$ cat config.mk
export PLATFORM = sky130hd
export DESIGN_NAME = fb_swap_controller
export DESIGN_NICKNAME = d
export VERILOG_FILES = /design/src/rtl/fb_pkg.sv /design/src/rtl/fb_clear_sweeper.sv /design/src/rtl/fb_swap_controller.sv
export SDC_FILE = /design/constraint.sdc
export NUM_CORES = 1
export LEC_CHECK = 0
export ABC_AREA = 0
export CAP_MARGIN = 20
export CORE_MARGIN = 2
export CORE_UTILIZATION = 45
export DETAILED_ROUTE_END_ITERATION = 8
export PLACE_DENSITY_LB_ADDON = 0.15
export SETUP_SLACK_MARGIN = 0.5
export SYNTH_ARGS = -nofsm -noshare
export SYNTH_HDL_FRONTEND = slang
export SYNTH_SLANG_ARGS = --single-unit
$ cat constraint.sdc
create_clock -name pixel_clk_in -period 2.06 [get_ports pixel_clk_in]
set_input_delay 0.412 -clock pixel_clk_in [delete_from_list [all_inputs] [get_ports pixel_clk_in]]
set_output_delay 0.412 -clock pixel_clk_in [all_outputs]
set_load 0.01 [all_outputs]
$ cat src/rtl/fb_pkg.sv
// Shared types and default geometry for the double-buffered framebuffer controller.
package fb_pkg;

  localparam int unsigned PIXEL_WIDTH = 16;
  localparam int unsigned ADDR_WIDTH  = 16;
  localparam int unsigned DEPTH       = 320 * 180;

  typedef struct packed {
    logic [4:0] r;
    logic [5:0] g;
    logic [4:0] b;
  } rgb565_t;

  typedef enum logic [1:0] {
    CLEAR,
    RENDER,
    WAIT_SWAP
  } fb_state_t;

  typedef enum logic {
    SW_IDLE,
    SW_RUN
  } sweep_state_t;

endpackage

$ cat src/rtl/fb_clear_sweeper.sv
// Address generator for the back-buffer clear sweep: one address per cycle, done on the last.
module fb_clear_sweeper
  import fb_pkg::*;
#(
  parameter int unsigned DEPTH      = 32,
  parameter int unsigned ADDR_WIDTH = 16,
  parameter bit          CLEAR_EN   = 1'b1
) (
  input  logic                  clk,
  input  logic                  rst_n,
  input  logic                  en_in,
  output logic                  valid_out,
  output logic [ADDR_WIDTH-1:0] addr_out,
  output logic                  done_out
);

  localparam logic [ADDR_WIDTH-1:0] LAST_ADDR = ADDR_WIDTH'(DEPTH - 1);

  sweep_state_t          sw_state_q, sw_state_d;
  logic [ADDR_WIDTH-1:0] cnt_q, cnt_d;

  always_ff @(posedge clk or negedge rst_n) begin
    if (!rst_n) begin
      sw_state_q <= SW_IDLE;
      cnt_q      <= '0;
    end else begin
      sw_state_q <= sw_state_d;
      cnt_q      <= cnt_d;
    end
  end

  // The idle cycle on entry keeps writes off during reset and absorbs a pending ray write.
  always_comb begin
    sw_state_d = sw_state_q;
    cnt_d      = cnt_q;
    valid_out  = 1'b0;
    done_out   = 1'b0;
    addr_out   = cnt_q;
    case (sw_state_q)
      SW_IDLE: begin
        if (en_in) begin
          if (CLEAR_EN) begin
            sw_state_d = SW_RUN;
          end else begin
            done_out = 1'b1;
          end
        end
      end
      SW_RUN: begin
        valid_out = 1'b1;
        if (cnt_q == LAST_ADDR) begin
          done_out   = 1'b1;
          cnt_d      = '0;
          sw_state_d = SW_IDLE;
        end else begin
          cnt_d = cnt_q + ADDR_WIDTH'(1);
        end
      end
      default: sw_state_d = SW_IDLE;
    endcase
  end

endmodule

$ cat src/rtl/fb_swap_controller.sv
// Framebuffer pair sequencer: back-buffer clear, ray-pixel writes, and frame-boundary swap.
module fb_swap_controller
  import fb_pkg::*;
#(
  parameter int unsigned            PIXEL_WIDTH   = 16,
  parameter int unsigned            SCREEN_WIDTH  = 320,
  parameter int unsigned            SCREEN_HEIGHT = 180,
  parameter int unsigned            ADDR_WIDTH    = 16,
  parameter bit                     CLEAR_EN      = 1'b1,
  parameter logic [PIXEL_WIDTH-1:0] CLEAR_COLOR   = '0
) (
  input  logic                   pixel_clk_in,
  input  logic                   rst_n_in,
  input  logic                   ray_valid_in,
  output logic                   ray_ready_out,
  input  logic [ADDR_WIDTH-1:0]  ray_address_in,
  input  logic [PIXEL_WIDTH-1:0] ray_pixel_in,
  input  logic                   ray_last_in,
  input  logic                   video_last_pixel_in,
  output logic                   frame_start_out,
  output logic                   front_sel_out,
  output logic                   swap_out,
  output logic                   fb1_we_out,
  output logic                   fb2_we_out,
  output logic [ADDR_WIDTH-1:0]  fb_wr_addr_out,
  output logic [PIXEL_WIDTH-1:0] fb_wr_data_out,
  output logic [15:0]            frame_count_out,
  output logic [15:0]            repeat_count_out,
  output logic                   addr_err_out
);

  localparam int unsigned           DEPTH   = SCREEN_WIDTH * SCREEN_HEIGHT;
  localparam logic [ADDR_WIDTH:0]   DEPTH_W = (ADDR_WIDTH + 1)'(DEPTH);

  fb_state_t              state_q, state_d;
  logic                   front_sel_q, front_sel_d;
  logic                   swap_q, swap_d;
  logic                   frame_start_q, frame_start_d;
  logic [15:0]            frame_count_q, frame_count_d;
  logic [15:0]            repeat_count_q, repeat_count_d;
  logic                   addr_err_q, addr_err_d;
  logic                   wr_valid_q, wr_valid_d;
  logic                   wr_fb1_q, wr_fb1_d;
  logic [ADDR_WIDTH-1:0]  wr_addr_q, wr_addr_d;
  logic [PIXEL_WIDTH-1:0] wr_data_q, wr_data_d;

  logic                   ray_accept;
  logic                   addr_ok;
  logic                   sweep_valid;
  logic                   sweep_done;
  logic [ADDR_WIDTH-1:0]  sweep_addr;

  fb_clear_sweeper #(
    .DEPTH      (DEPTH),
    .ADDR_WIDTH (ADDR_WIDTH),
    .CLEAR_EN   (CLEAR_EN)
  ) u_sweeper (
    .clk       (pixel_clk_in),
    .rst_n     (rst_n_in),
    .en_in     (state_q == CLEAR),
    .valid_out (sweep_valid),
    .addr_out  (sweep_addr),
    .done_out  (sweep_done)
  );

  always_ff @(posedge pixel_clk_in or negedge rst_n_in) begin
    if (!rst_n_in) begin
      state_q        <= CLEAR;
      front_sel_q    <= 1'b0;
      swap_q         <= 1'b0;
      frame_start_q  <= 1'b0;
      frame_count_q  <= '0;
      repeat_count_q <= '0;
      addr_err_q     <= 1'b0;
      wr_valid_q     <= 1'b0;
      wr_fb1_q       <= 1'b0;
      wr_addr_q      <= '0;
      wr_data_q      <= '0;
    end else begin
      state_q        <= state_d;
      front_sel_q    <= front_sel_d;
      swap_q         <= swap_d;
      frame_start_q  <= frame_start_d;
      frame_count_q  <= frame_count_d;
      repeat_count_q <= repeat_count_d;
      addr_err_q     <= addr_err_d;
      wr_valid_q     <= wr_valid_d;
      wr_fb1_q       <= wr_fb1_d;
      wr_addr_q      <= wr_addr_d;
      wr_data_q      <= wr_data_d;
    end
  end

  always_comb begin
    state_d        = state_q;
    front_sel_d    = front_sel_q;
    swap_d         = 1'b0;
    frame_count_d  = frame_count_q;
    repeat_count_d = repeat_count_q;
    addr_err_d     = addr_err_q;
    wr_valid_d     = 1'b0;
    wr_fb1_d       = wr_fb1_q;
    wr_addr_d      = wr_addr_q;
    wr_data_d      = wr_data_q;
    ray_accept     = (state_q == RENDER) && ray_valid_in;
    addr_ok        = {1'b0, ray_address_in} < DEPTH_W;

    case (state_q)
      CLEAR: begin
        if (sweep_done) state_d = RENDER;
      end
      RENDER: begin
        if (ray_accept) begin
          if (addr_ok) begin
            // Target is fixed here so a same-cycle swap cannot redirect this write.
            wr_valid_d = 1'b1;
            wr_fb1_d   = front_sel_q;
            wr_addr_d  = ray_address_in;
            wr_data_d  = ray_pixel_in;
          end else begin
            addr_err_d = 1'b1;
          end
        end
        if (ray_accept && ray_last_in) begin
          if (video_last_pixel_in) begin
            front_sel_d   = !front_sel_q;
            swap_d        = 1'b1;
            frame_count_d = frame_count_q + 16'd1;
            state_d       = CLEAR;
          end else begin
            state_d = WAIT_SWAP;
          end
        end else if (video_last_pixel_in) begin
          repeat_count_d = repeat_count_q + 16'd1;
        end
      end
      WAIT_SWAP: begin
        if (video_last_pixel_in) begin
          front_sel_d   = !front_sel_q;
          swap_d        = 1'b1;
          frame_count_d = frame_count_q + 16'd1;
          state_d       = CLEAR;
        end
      end
      default: state_d = CLEAR;
    endcase

    frame_start_d = (state_d == RENDER) && (state_q != RENDER);
  end

  // Ray write and clear sweep never overlap: the sweeper idles on the cycle a ray write drains.
  always_comb begin
    if (wr_valid_q) begin
      fb1_we_out     = wr_fb1_q;
      fb2_we_out     = !wr_fb1_q;
      fb_wr_addr_out = wr_addr_q;
      fb_wr_data_out = wr_data_q;
    end else begin
      fb1_we_out     = sweep_valid && front_sel_q;
      fb2_we_out     = sweep_valid && !front_sel_q;
      fb_wr_addr_out = sweep_valid ? sweep_addr : '0;
      fb_wr_data_out = sweep_valid ? CLEAR_COLOR : '0;
    end
  end

  assign ray_ready_out    = (state_q == RENDER);
  assign frame_start_out  = frame_start_q;
  assign front_sel_out    = front_sel_q;
  assign swap_out         = swap_q;
  assign frame_count_out  = frame_count_q;
  assign repeat_count_out = repeat_count_q;
  assign addr_err_out     = addr_err_q;

endmodule

## After elaboration in Yosys (flattened, before gate mapping)

Index checks and enable logic that the tools add are counted.

- $add $sub $neg: 3
- $lt $le $gt $ge: 1
- Equal/unequal tests: 6
- Multiplexer cells: 29
- Bitwise gates (word level): 3
- Reductions and logical operators: 13

Operators with widths:

| kind | number |
|---|---|
| $mux 16 | 6 |
| $add 16x1->16 const B | 3 |
| $pmux 16 s2 | 1 |
| $eq 16x16->1 const B | 1 |
| $lt 16x16->1 const B | 1 |
| $mux 1 | 13 |
| $reduce_and 3->1 | 3 |
| $mux 2 | 4 |
| $pmux 1 s2 | 4 |
| $pmux 2 s3 | 1 |
| $logic_and 1x1->1 | 5 |
| $eq 2x1->1 const B | 2 |
| $ne 2x1->1 const B | 2 |
| $not 1->1 | 3 |
| $eq 2x2->1 const B | 1 |
| $logic_not 1->1 | 2 |
| $logic_not 2->1 | 1 |
| $reduce_and 2->1 | 1 |
| $reduce_bool 2->1 | 1 |

- Register bits after elaboration: 89
- Input bits: 37

## Logic depth before layout (Yosys ltp)

Gate-level depths: netlist of run 1.

- Depth after elaboration: 7
- Mapped depth: 7

## Cells and area by module

From an unflattened synthesis of run 1, not the netlist that was laid out.

- Cell total of the unflattened synthesis: 345
- Area total of the unflattened synthesis: 4261.6 um^2

Modules (own cells, without submodules):

| module | instances | cells each | area an instance (um^2) | sequential area each (um^2) |
|---|---|---|---|---|
| fb_swap_controller | 1 | 268 | 3459.6 | 1801.7 |
| fb_clear_sweeper | 1 | 77 | 802.0 | 425.4 |

## Worst setup path after synthesis of run 1

Ideal clock, no wire load.

- Path type: input to register
- Start point: input port ray_address_in[11]
- End point: register wr_data_q[10]
- Arrival: 1.856 ns
- Path slack: 0.079 ns
- Stages: 6
- Cell sequence: or4_1 > o2111ai_1 > and2b_1 > buf_6 > buf_12 > mux2_2

- Word-level cells in the longest chain between the ends: 2

RTL lines:

| element | RTL line | text |
|---|---|---|
| from (decl) | fb_swap_controller.sv:16 | `input logic [ADDR_WIDTH-1:0] ray_address_in,` |
| $lt 16x16->1 | fb_swap_controller.sv:106 | `addr_ok = {1'b0, ray_address_in} < DEPTH_W;` |
| $reduce_and 3->1 (no line) | -- |  |
| to (signal assigned) | fb_swap_controller.sv:90 | `wr_data_q <= wr_data_d;` |
| to (decl) | fb_swap_controller.sv:45 | `logic [PIXEL_WIDTH-1:0] wr_data_q, wr_data_d;` |

Every way passes these cells.
A chain may end at the register's enable or synchronous reset.

## Final worst setup path of run 1

- Start point: register wr_valid_q
- End point: output port fb2_we_out

- Word-level cells in the longest chain between the ends: 1

RTL lines:

| element | RTL line | text |
|---|---|---|
| from (decl) | fb_swap_controller.sv:42 | `logic wr_valid_q, wr_valid_d;` |
| from (signal assigned) | fb_swap_controller.sv:87 | `wr_valid_q <= wr_valid_d;` |
| $mux 1 | fb_swap_controller.sv:153 | `if (wr_valid_q) begin` |
| to (decl) | fb_swap_controller.sv:24 | `output logic fb2_we_out,` |

Every way passes these cells.

==> results of run 1 <==
## power by group
part	internal, mW	switching, mW	leakage, nW	total [mW]
clock	0.710	0.610	0.106	1.32
sequential	2.15	0.330	1.16	2.48
combinational	0.863	0.601	2.06	1.46
## registers in the layout, summed over array words and instances (netlist names)
signal / count
u_sweeper.addr_out: 16
u_sweeper.sw_state_q: 1
state_q: 2
front_sel_out: 1
repeat_count_out: 16
swap_out: 1
wr_data_q: 16
addr_err_out: 1
wr_fb1_q: 1
frame_start_out: 1
wr_valid_q: 1
wr_addr_q: 16
frame_count_out: 16
## kinds of logic after synthesis
family | share of synthesized area [%]
adders and majority gates | 2.055
muxes | 9.190
and+or+nand+nor | 18.94
DFF | 52.26
AOI/OAI and AO/OA | 5.843
buffers and inverters | 3.494
xor gates and xnor gates | 8.221
## worst register-to-register path: cells and delay by family (launching register included)
family	cells	cell delay, ns
and+or+nand+nor	3	0.91
DFF	1	0.42
AOI/OAI and AO/OA	1	0.19
buffers and inverters	1	0.18
## worst paths after layout
path / start / to / slack, ns / depth (start not counted)
worst max-delay path: wr_valid_q / fb2_we_out / 0.23 / 5
worst min-delay path: ray_address_in[8] / wr_addr_q[8] / 0.27 / 2
worst max register to register: u_sweeper.addr_out[12] / state_q[1] / 0.24 / 5
worst min register to register: repeat_count_out[15] / repeat_count_out[15] / 0.48 / 1
max in group asynchronous: rst_n_in / frame_count_out[3] / 0.85 / 3
min in group asynchronous: rst_n_in / wr_data_q[10] / 0.53 / 2
## per-stage QoR
step / total power [mW] / TNS (ns) / setup slack [ns] / hold slack, ns / cell area [um2]
after floorplan: 3.191 / 0 / 0.08628 / 0.1164 / 4459
after CTS: 5.202 / 0 / 0.2228 / 0.2831 / 6379
final: 5.266 / 0 / 0.2332 / 0.2700 / 6823
after global routing: 5.556 / 0 / 0.1514 / 0.2497 / 6823
after global placement: 3.775 / -12.63 / -0.4072 / 0.3717 / 5731
after detailed placement: 3.823 / -14.27 / -0.4666 / 0.3714 / 5731
## layer usage
| layer | up-vias | share of wire (%) | global-route usage [%] |
|---|---|---|---|
| li1 | 1724 | - | - |
| met1 | 1781 | 45 | 30.15 |
| met2 | 86 | 49 | 36.98 |
| met3 | 12 | 5.5 | 6.763 |
| met4 | 0 | 0.98 | 4.678 |
| met5 | - | 0 | 0 |
## layout by cell type (no fill, tap or decap), types with 11 or more instances in the layout
| cell | netlist | layout |
|---|---|---|
| dfrtp_1 | 89 | 83 |
| nand2_1 | 63 | 58 |
| buf_4 | 0 | 55 |
| buf_6 | 1 | 40 |
| dlygate4sd2_1 | 0 | 37 |
| mux2_4 | 0 | 32 |
| clkdlybuf4s50_1 | 0 | 29 |
| xnor2_1 | 29 | 28 |
| and2_4 | 0 | 15 |
| buf_2 | 2 | 15 |
| nand4_1 | 12 | 12 |
| xor2_1 | 11 | 11 |
## cell usage after synthesis, drive strengths merged, types with 2 or more instances
cell type,count
xor2,11
mux2,33
nand3,17
and4,5
nor4,3
buf,7
inv,9
o21ai,22
nand2,63
or2,2
a21oi,8
o22a,2
nor3,6
nor2,12
nand4,12
dfrtp,89
and3,4
mux2i,2
and2,19
o22ai,2
ha,7
nand2b,5
clkbuf,8
xnor2,29
or3,4
## repair_timing
action                                  CTS  global route
endpoints found under the setup margin  139           105
buffers inserted                         46            18
gates cloned                              4             0
hold endpoints to repair                 30             0
hold buffers                              1             0
pin swaps                                14            27
gates resized for setup                 254            75
## area by class of cell
type,count,area [um2]
fillers,649,2374
clock inverters,3,65.06
repair buffers,194,1834
inverters,9,33.78
well taps,111,138.9
multi-input cells,280,2371
flip-flops and latches,89,2235
clock buffers,12,145.1
==> impl_metrics.yaml, run 1 <==
min_path:
  hp-class: "input port to flop"
power:
  p_leak_nw: 3.331
  powerDensity_nw_per_um2: 771.9
  ir_drop_mv: 0.4232
clock_tree:
  cts_tree: "done"
  clock_latency_ns: 0.36
  cts_htree_levels: 3
  clock-sinks: 89
  cts_made_buffers: 9
  path_clk_slew_ns: 0.09
  cts_root_buf: "clkbuf_8"
  clock_path_buffers: 2
finish:
  instances_no_fill: 698
  drive_gt1_share_pct: 42.59
  diodes: 0
  final_util_pct: 74.19
  syn_to_final_growth_pct: 60.10
  fin_nets: 627
die:
  ios: 108
  coreArea_um2: 9196
  die_x_um: 101.3
  start_util_pct: 46.34
  fp.dieH_um: 101.3
  die_area_um2: 10260
  rows: 35
worst_setup_path:
  path_cells: "buf_12 -> inv_1 -> nand2_1 -> o22ai_1 -> buf_2"
  endpoint_kind: "primary output"
  cp.required_ns: 1.65
  cp_slowest_cell: "dfrtp_2"
  worstPathArrival_ns: 1.41
  critPathMaxStageDelay_ns: 0.45
  path_class: "flop to primary output"
  cp_max_fo: 35
  start_kind: "flop"
  cp_num_buf_inv: 3
  crit_family: "flip-flops"
yosys:
  yosys_warnings: 0
  yosysTopAreaCell: "dfrtp_1"
  synth-main-ff-cell: "dfrtp_1"
  synthArstFlopShare_pct: 100.0
  synth_cell_types: 44
  synth_area_um2: 4262
  syn_inst: 393
  syn_area_per_cell_um2: 10.84
  synth_edf_count: 0
  syn-num-nets: 437
  synth_area_leaders: "dfrtp_1 (52%), mux2_2 (7.9%), xnor2_1 (6.0%)"
  ys_ff_latch: 89
  synth_top_area_share_pct: 52.26
  synth_seq_area_share_pct: 52.26
grt:
  grt.total_usage_pct: 22.63
  grt_max_degree: 60
  first_global_vias: 3568
  antenna_found_initial: 0
  grt_pass1_wl_um: 17950
  grt_overflow: 0
sta:
  slew_viol_final: 0
  relSlewSlack_pct: 72.31
  rsz0062_at_grt: "true"
  max_freq_mhz: 547.4
  period_share_pct: 88.68
  clock_skew_ns: 0.005612
  setup_viol: 0
  period_minus_slack_ns: 1.827
  hold_violations: 0
  worst_pin_slew_ns: 0.4153
placement:
  dp_cells: 614
  dp_hpwl_um: 6970
  io_buffers: 107
  routabilityCongestion: 0.7928
drt:
  via_per_inst: 5.162
  post_drt_wl_per_cell_um: 16.78
  firstDrtPassIters: 6
  drc: 0
  drt_iter0_drc: 101
  vias: 3603
  postRouteAntennaNets: 0
  wirelength_um: 11710
flow_run:
  drv_cap: 0
outcome:
  status: "completed"
Power figures use the tool's default switching activity.
==> run 2, diff against run 1 <==
--- a/config.mk
+++ b/config.mk
@@ -7,6 +7,7 @@
 export LEC_CHECK = 0
 export ABC_AREA = 0
 export CAP_MARGIN = 20
+export CORE_ASPECT_RATIO = 0.7
 export CORE_MARGIN = 2
 export CORE_UTILIZATION = 45
 export DETAILED_ROUTE_END_ITERATION = 8
==> run 2 against run 1 <==
Cell area grew 5.3%. Clock skew decreased by 0.0017 ns. Sequential share of layout area is 1.6 points lower. Hold slack got worse by 0.16 ns. Sequential cell count stayed put. Critical path depth unchanged. Clock power rose by 37%. Cell count is 2.1% higher. Total power grew 12%. Core utilization grew 4.4 points. Largest cell class unchanged.
==> impl_metrics.yaml, run 2 (synthesis gave the netlist of run 1 again) <==
outcome:
  status: "completed"
power:
  p_leak_nw: 3.597
  ir_drop_mv: 0.4621
  power.total_mw: 5.880
  powerDensity_nw_per_um2: 818.5
worst_setup_path:
  endpoint_kind: "primary output"
  cp.required_ns: 1.65
  worstPathArrival_ns: 1.46
  start_kind: "flop"
  path_class: "flop to primary output"
  cp_max_fo: 7
sta:
  rsz0062_at_grt: "true"
  period_minus_slack_ns: 1.868
  period_share_pct: 90.70
  clock_skew_ns: 0.003935
  hold_violations: 0
  final.setup.worst_slack_ns: 0.1916
  slew_viol_final: 0
  finalSetupTns_ns: 0
  max_freq_mhz: 535.2
  setup_viol: 0
  relSlewSlack_pct: 68.30
  worst_pin_slew_ns: 0.4755
drt:
  post_drt_wl_per_cell_um: 18.38
  postRouteAntennaNets: 0
  wirelength_um: 13100
  vias: 3773
  drt_iter0_drc: 250
  via_per_inst: 5.292
  firstDrtPassIters: 4
  drc: 0
placement:
  io_buffers: 107
  placed_area_um2: 5747
  dp_hpwl_um: 6884
  routabilityCongestion: 0.7853
  pre_cts_ws_ns: -0.4323
die:
  ios: 108
  die_x_um: 120.3
  die_area_um2: 10280
  coreArea_um2: 9144
  fp.dieH_um: 85.42
  rows: 29
  start_util_pct: 46.61
clock_tree:
  cts_made_buffers: 9
  clock-sinks: 89
  clock_path_buffers: 2
  cts_tree: "done"
  hold_buffers: 0
  path_clk_slew_ns: 0.07
  clock_latency_ns: 0.34
  cts_root_buf: "clkbuf_16"
  cts_htree_levels: 3
grt:
  grt_pass1_wl_um: 18660
  grt.total_usage_pct: 23.53
  first_global_vias: 3662
  antenna_found_initial: 0
  grt_max_degree: 90
  grt_overflow: 0
finish:
  nFillCells: 573
  drive_gt1_share_pct: 46.86
  syn_to_final_growth_pct: 68.58
  final_common_cell: "dfrtp_1"
  fin_nets: 628
  final_cell_mix: "dfrtp_1 (79), buf_4 (53), dlygate4sd2_1 (44), nand2_1 (42), mux2_4 (32)"
  diodes: 0
  multiInputGateArea_um2: 2542
  postLayoutCellArea_um2: 7184
  seq_area_um2: 2240
  final_util_pct: 78.57
flow_run:
  drv_cap: 0
min_path:
  hp-class: "input port to async pin"
==> run 2: changes by cell type in the layout (fill, tap and decap cells not counted), sizes merged <==
cell / change
buf: -5
clkinv: +1
clkinvlp: +1
clkdlybuf4s50: -1
dlygate4sd3: -1
dlymetal6s2s: +2
clkdlybuf4s15: -3
dlygate4sd2: +7
clkbuf: +1
==> run 2: per-stage QoR <==
step	hold slack, ns	instances
finish	0.1066	713
global route	0.1441	713
CTS	0.1297	692
detailed placement	0.4619	627
global placement	0.4609	627
floorplan	0.1164	393
==> run 2: worst paths after layout <==
kind / to / slack, ns / depth (start not counted) / start
setup / recovery: fb_wr_addr_out[13] / 0.19 / 5 / wr_valid_q
hold / removal: u_sweeper.addr_out[7] / 0.11 / 2 / rst_n_in
setup reg to reg: wr_data_q[11] / 0.27 / 8 / state_q[1]
hold reg to reg: repeat_count_out[15] / 0.48 / 1 / repeat_count_out[15]
max in group asynchronous: repeat_count_out[8] / 1.55 / 2 / rst_n_in
min in group pixel_clk_in: wr_addr_q[10] / 0.40 / 3 / ray_address_in[10]
==> run 2: report_power, final <==
group,switching (mW),internal [mW]
clock,0.686,1.12
combinational,0.601,0.901
sequential,0.406,2.16
==> run 2: layer usage <==
| metal | wire (um) | part of all wire [%] | GRT usage [%] | up-vias |
|---|---|---|---|---|
| met5 | 0 | 0 | 0 | - |
| met2 | 6693 | 51 | 39.00 | 116 |
| li1 | - | - | - | 1742 |
| met1 | 5621 | 43 | 30.92 | 1900 |
| met4 | 163 | 1.2 | 6.765 | 0 |
| met3 | 624 | 4.8 | 5.914 | 15 |
==> run 2: cell type report <==
class | instances | area share (%)
tap | 124 | 2.160
sequential | 89 | 31.17
inverter | 9 | 0.5051
clock buffer | 11 | 3.518
timing repair buffer | 195 | 26.18
clock inverter | 5 | 1.080
multi-input combinational | 280 | 35.39
==> run 2: critical path, cell delays in order, from the launching register on <==
cell	delay, ns
dfrtp_2	0.52
buf_6	0.14
buf_6	0.11
nand2_1	0.06
o21ai_1	0.11
buf_2	0.18
==> run 2: repair_timing <==
| action | 4_1_cts | 5_1_grt |
|---|---|---|
| gates resized for setup | 222 | 129 |
| endpoints found under the setup margin | 138 | 115 |
| cloned | 8 | 2 |
| pin swaps | 28 | 39 |
| endpoints found under the hold margin | 0 | 0 |
| setup buffers | 41 | 19 |
